==> config.mk <==
export PLATFORM = sky130hd
export DESIGN_NAME = wb_arbiter
export DESIGN_NICKNAME = d
export VERILOG_FILES = /design/src/rtl/wb_arbiter.sv
export SDC_FILE = /design/constraint.sdc
export NUM_CORES = 1
export LEC_CHECK = 0
export ABC_AREA = 1
export BUFFER_PORTS_ARGS = -buffer_cell sky130_fd_sc_hd__clkbuf_2
export CORE_ASPECT_RATIO = 1.2
export CORE_MARGIN = 2
export CORE_UTILIZATION = 30
export DETAILED_ROUTE_END_ITERATION = 7
export GPL_ROUTABILITY_DRIVEN = 1
export HOLD_SLACK_MARGIN = 0.06
export SLEW_MARGIN = 20
export SYNTH_ARGS = -nofsm -noshare
export SYNTH_HDL_FRONTEND = slang
export SYNTH_SLANG_ARGS = --single-unit
==> constraint.sdc <==
create_clock -name clk -period 5.1 [get_ports clk]
set_input_delay 0.51 -clock clk [delete_from_list [all_inputs] [get_ports clk]]
set_output_delay 0.51 -clock clk [all_outputs]
set_load 0.05 [all_outputs]
==> src/rtl/wb_arbiter.sv <==
// Round-robin write-back arbiter: per-channel FIFOs merged into one registered output, 1 cycle FIFO-to-output.
// Writes never stall; a write into a full FIFO is dropped and flagged, and the output holds while out_ready is low.

module wb_fifo #(
  parameter int W     = 8,
  parameter int DEPTH = 4
) (
  input  logic         clk,
  input  logic         rst,
  input  logic         push,
  input  logic         pop,
  input  logic [W-1:0] din,
  output logic [W-1:0] dout,
  output logic         empty,
  output logic         drop
);
  localparam int AW = $clog2(DEPTH);

  logic [W-1:0]  mem [DEPTH];
  logic [AW-1:0] wp, rp;
  logic [AW:0]   cnt;
  logic          full, do_push, do_pop;

  assign empty   = (cnt == '0);
  assign full    = (cnt == (AW+1)'(DEPTH));
  assign do_pop  = pop & ~empty;
  // A pop in the same cycle frees the slot, so a push into a full FIFO still lands.
  assign do_push = push & (~full | do_pop);
  assign drop    = push & ~do_push;
  assign dout    = mem[rp];

  always_ff @(posedge clk) begin
    if (do_push) mem[wp] <= din;
  end

  always_ff @(posedge clk or negedge rst) begin
    if (!rst) begin
      wp  <= '0;
      rp  <= '0;
      cnt <= '0;
    end else begin
      if (do_push) wp <= wp + 1'b1;
      if (do_pop)  rp <= rp + 1'b1;
      case ({do_push, do_pop})
        2'b10:   cnt <= cnt + 1'b1;
        2'b01:   cnt <= cnt - 1'b1;
        default: cnt <= cnt;
      endcase
    end
  end
endmodule

module wb_arbiter #(
  parameter int CHANNEL_NUM = 4,
  parameter int MULT_BITS   = 32,
  parameter int ROW_ID_BITS = 10,
  parameter int FIFO_DEPTH  = 4,
  localparam int CW = (CHANNEL_NUM > 1) ? $clog2(CHANNEL_NUM) : 1
) (
  input  logic                               clk,
  input  logic                               rst,
  input  logic [MULT_BITS*CHANNEL_NUM-1:0]   wr_data,
  input  logic [ROW_ID_BITS*CHANNEL_NUM-1:0] wr_addr,
  input  logic [CHANNEL_NUM-1:0]             wr_en,
  output logic [MULT_BITS-1:0]               out_data,
  output logic [ROW_ID_BITS-1:0]             out_addr,
  output logic [CW-1:0]                      out_ch,
  output logic                               out_valid,
  input  logic                               out_ready,
  output logic [CHANNEL_NUM-1:0]             overflow,
  output logic                               idle
);
  localparam int EW = ROW_ID_BITS + MULT_BITS;

  logic [EW-1:0]          head [CHANNEL_NUM];
  logic [CHANNEL_NUM-1:0] empty, nonempty, pop, drop;
  logic [CW-1:0]          rr_ptr, gnt, cand, rr_next;
  logic                   gnt_vld, load;

  genvar i;
  generate
    for (i = 0; i < CHANNEL_NUM; i++) begin : g_ch
      wb_fifo #(.W(EW), .DEPTH(FIFO_DEPTH)) u_fifo (
        .clk   (clk),
        .rst   (rst),
        .push  (wr_en[i]),
        .pop   (pop[i]),
        .din   ({wr_addr[i*ROW_ID_BITS +: ROW_ID_BITS], wr_data[i*MULT_BITS +: MULT_BITS]}),
        .dout  (head[i]),
        .empty (empty[i]),
        .drop  (drop[i])
      );
      assign pop[i] = load & gnt_vld & (gnt == CW'(i));
    end
  endgenerate

  assign nonempty = ~empty;
  assign load     = ~out_valid | out_ready;
  assign idle     = ~(|nonempty) & ~out_valid;
  assign rr_next  = (gnt == CW'(CHANNEL_NUM - 1)) ? '0 : gnt + 1'b1;

  // First non-empty channel at or after rr_ptr, wrapping.
  always_comb begin
    gnt_vld = 1'b0;
    gnt     = '0;
    cand    = '0;
    for (int k = 0; k < CHANNEL_NUM; k++) begin
      cand = CW'((int'(rr_ptr) + k) % CHANNEL_NUM);
      if (!gnt_vld && nonempty[cand]) begin
        gnt_vld = 1'b1;
        gnt     = cand;
      end
    end
  end

  always_ff @(posedge clk or negedge rst) begin
    if (!rst) begin
      out_valid <= 1'b0;
      out_data  <= '0;
      out_addr  <= '0;
      out_ch    <= '0;
      rr_ptr    <= '0;
      overflow  <= '0;
    end else begin
      if (load) begin
        out_valid <= gnt_vld;
        if (gnt_vld) begin
          {out_addr, out_data} <= head[gnt];
          out_ch               <= gnt;
          rr_ptr               <= rr_next;
        end
      end
      overflow <= overflow | drop;
    end
  end
endmodule

==> metrics.md <==
| Metric | Value |
|---|---|
| Status | `completed` |
| Io pins | `roughly 230` |
| Asr flop ratio synth | `a little over a tenth` |
| Final min period | `3730 ps` |
| Yosys warnings | `0` |
| DRT iter0 DRCs | `a little under 2k` |
| Layout area overhead | `17.7%` |
| Tcrit/Tclk final | `73.1%` |
| RSZ-0062 raised after global routing | `no` |
| Worst R2R End | `g_ch[0].u_fifo.mem[1][23]` |
| Number of synthesized register bits | `751` |
| GR Layer Usage met3 | `5.07%` |
| Fmax | `268 MHz` |
| Clock sinks | `751` |
| Max Slew Vio Count | `0` |
| Dominant synthesized flop cell | `edfxtp_1` |
| Max IR drop VDD | `around 0.46 mV` |
| Slew headroom | `32.0%` |
| Fillers | `around 9.5k` |
| Antenna violations before repair | `36` |
| Final net count | `2795` |
| Cts bufs inserted | `75` |
| HP Class | `primary input to flop` |
| Worst-path clk slew | `about 60 ps` |
| CTS H-tree lvls | `3` |
| Synth area leaders | `edfxtp_1 67%, dfrtp_1 6.5%, nand2_1 6.5%` |
| PortBufs | `224` |
| Layout cell share with drive strength beyond 1 | `16.1%` |
| CTS tree | `yes` |
| Top-count cell post-synth | `edfxtp_1` |
| Synth top cells by count | `672 x edfxtp_1, 523 x nand2_1, 202 x nor2_1, 194 x o21ai_0` |
| Startpoint Class | `flop` |
| Sequential fraction of the synthesis area | `around three quarters` |
| Post-synth cell types | `35` |
| R2R depth | `13` |
| Vias in the first global route | `around 18k` |
| Maxcap violations | `0` |
| Syn Inst Count | `2377` |
| Total gr overflow | `0` |
| Met1 Use GR | `20.7%` |
| Clk buf depth | `3` |
| First-pass GRT wire length | `roughly 120000 um` |
| Post-Route WL | `85700 um` |
| Core footprint | `99900 um2` |
| DR pass1 iterations | `6` |
| Power Density | `663 nW/um2` |
| Busiest grt layer | `met2` |
| ANT nets after route | `0` |
| Largest net degree at the start of global routing | `101` |
| Die Ht | `352 um` |
| Clock root cell | `clkbuf_16` |
| Post-Syn Nets | `2576` |
| Starting Density | `30.2%` |
| DRC | `0` |
| Post-CTS sizing | `0` |
| Site Rows | `127` |
| Die Wd | `roughly 300 um` |
| Final Hold Viols | `0` |
| Util after Layout | `between 30% and 40%` |
| Hold Path Cell Cnt | `1` |
| WL/cell | `approximately 22 um` |
| Post-Synthesis Cell Area | `30200 um2` |
| Worst Hold End | `g_ch[2].u_fifo.mem[0][23]` |
| Avg Inst Size Synth | `12.7 um2` |
| Worst skew pair latency | `roughly 640 ps` |
| Worst-path fanout max | `53` |
| Type of the worst setup path | `flop to flop` |
| Placer Congestion | `roughly 0.84` |
| Worst Path Arrival | `4050 ps` |
| GR Util All Layers | `16.2%` |
| Worst r2r src | `rr_ptr[0]` |
| Vias per cell | `4.92` |
| GRT met2 Usage | `24.9%` |
| Top-area cell type share of the netlist area | `66.8%` |
| Hold_sp | `wr_data[87]` |
| Worst Max-Slew Pin Slew | `a little over 1000 ps` |
| Leak Pwr | `12.8 nW` |
| Total die area | `slightly above 100000 um2` |
| Worst path required time | `roughly 5400 ps` |
| Setup Skew | `32.7 ps` |
| Post-detail-place hpwl | `57400 um` |
| Final setup vio count | `0` |
| Placed inst area | `32900 um2` |
| R2R Setup Slk | `1370 ps` |
| Setup TNS | `0 ps` |
| EDFF count, synth | `between 600 and 700` |
| Via count of the routed design | `19.4k` |
| Final instance area | `35600 um2` |
| Synth area leader | `edfxtp_1` |
| Setup crit end kind | `flop` |
| Postcts setup bufs | `0` |
==> state kept, by name, indices dropped and copies added, names as in the netlist <==
register and flops:
g_ch.u_fifo.mem 672, overflow 4, g_ch.u_fifo.rp 8, out_data 32, rr_ptr 2, g_ch.u_fifo.cnt 12, out_ch 2, out_valid 1
g_ch.u_fifo.wp 8, out_addr 10
==> logic make-up (layout without fill, tap and decap cells) <==
logic type               Yosys count  after routing  synth area share (%)
AND/OR/NAND/NOR                  907            907                  12.6
flip-flops                       751            751                  73.3
AO/OA/AOI/OAI                    474            474                  9.79
buffers and inverters            209            487                  2.78
adder cells (fa/ha/maj)           24             24                  1.09
XOR/XNOR                          12             12                 0.348
other                              0              7                     0
==> layout make-up <==
type	instances	area (um2)	area share (%)
Sequential cell	751	22200	62.3
Multi-Input combinational cell	1417	7340	20.6
Clock buffer	92	2010	5.66
Timing Repair Buffer	287	1690	4.77
Tap cell	1290	1610	4.54
Clock inverter	44	468	1.32
Inverter	64	243	0.683
Antenna cell	7	17.5	0.0493
==> per-layer routing <==
metal / share of wire, % / vias up
li1: - / 9078
met1: 40 / 9522
met2: 45 / 625
met3: 9.0 / 177
met4: 5.1 / 42
met5: 0.32 / -
==> what timing repair did <==
action / 4_1_cts / 5_1_grt
hold endpoints to repair: 88 / 0
hold buffers: 19 / 0
setup endpoints to repair: 0 / 0
==> per-stage QoR <==
stage	worst slack, ps	power, mW	hold WS [ps]	instances
2_1_floorplan	802	14.8	214	2377
3_3_place_gp	1420	18.0	463	3790
3_5_place_dp	1420	18.1	464	3790
4_1_cts	1360	23.8	60.3	3945
5_1_grt	1030	24.9	80.5	3947
6_report	1370	23.6	90.9	3952
==> report_power, final <==
group / internal [mW] / leakage [nW] / switching [mW] / total [mW]
sequential: 8.24 / 7.09 / 0.616 / 8.86
combinational: 2.53 / 4.46 / 6.59 / 9.12
clock: 3.23 / 1.21 / 2.35 / 5.59
total: 14.0 / 12.8 / 9.56 / 23.6
==> placed cells by master (no fill, tap or decap), types with 2 or more instances in the layout <==
cell type | netlist | layout
xor2_1 | 9 | 9
ha_1 | 20 | 20
o211ai_1 | 16 | 16
clkinv_1 | 1 | 13
o21bai_1 | 4 | 4
xnor2_1 | 3 | 3
o22ai_1 | 84 | 84
buf_12 | 0 | 4
clkbuf_8 | 0 | 5
fa_1 | 4 | 4
nand3_2 | 4 | 4
buf_4 | 1 | 41
dfrtp_2 | 0 | 5
nand3_1 | 109 | 109
o21ai_0 | 194 | 194
inv_6 | 0 | 5
clkbuf_2 | 0 | 223
nor2_1 | 202 | 186
nand2_2 | 4 | 5
clkbuf_1 | 109 | 11
diode_2 | 0 | 7
inv_2 | 7 | 9
nand3b_1 | 53 | 53
dlygate4sd3_1 | 0 | 19
inv_1 | 56 | 52
dfrtp_1 | 79 | 74
clkinv_2 | 0 | 14
nor3_1 | 3 | 3
nand2_1 | 523 | 522
a32o_1 | 84 | 84
clkbuf_16 | 0 | 76
nand4_1 | 3 | 3
a21oi_1 | 89 | 89
clkinvlp_4 | 0 | 3
edfxtp_1 | 672 | 672
nor2_4 | 0 | 17
bufinv_16 | 0 | 8
nor2_2 | 3 | 2
==> worst max path at each step <==
stage | startpoint | to | slack (ps) | cells past startpoint
finish | rr_ptr[0] | g_ch[0].u_fifo.mem[1][23] | 1370 | 13
global route | g_ch[1].u_fifo.cnt[1] | g_ch[0].u_fifo.mem[1][23] | 1030 | 13
CTS | rr_ptr[0] | g_ch[0].u_fifo.mem[1][23] | 1360 | 13
detailed placement | rr_ptr[0] | g_ch[0].u_fifo.mem[1][22] | 1420 | 13
global placement | rr_ptr[0] | g_ch[0].u_fifo.mem[1][22] | 1420 | 13
floorplan | rr_ptr[0] | g_ch[3].u_fifo.mem[0][0] | 800 | 14
==> critical path, stage by stage, from the launching register on <==
cell      delay, ps
dfrtp_1         460
inv_2           220
nand3_1         160
nand3_1         120
nand2_1          90
nand2_1          70
nand2_1          70
nand2_2         110
buf_4           500
nand3_2         240
o21bai_2        260
nand2_2         210
nor2_4          590
buf_12          280
No activity file was read; power rests on OpenSTA's default activity.
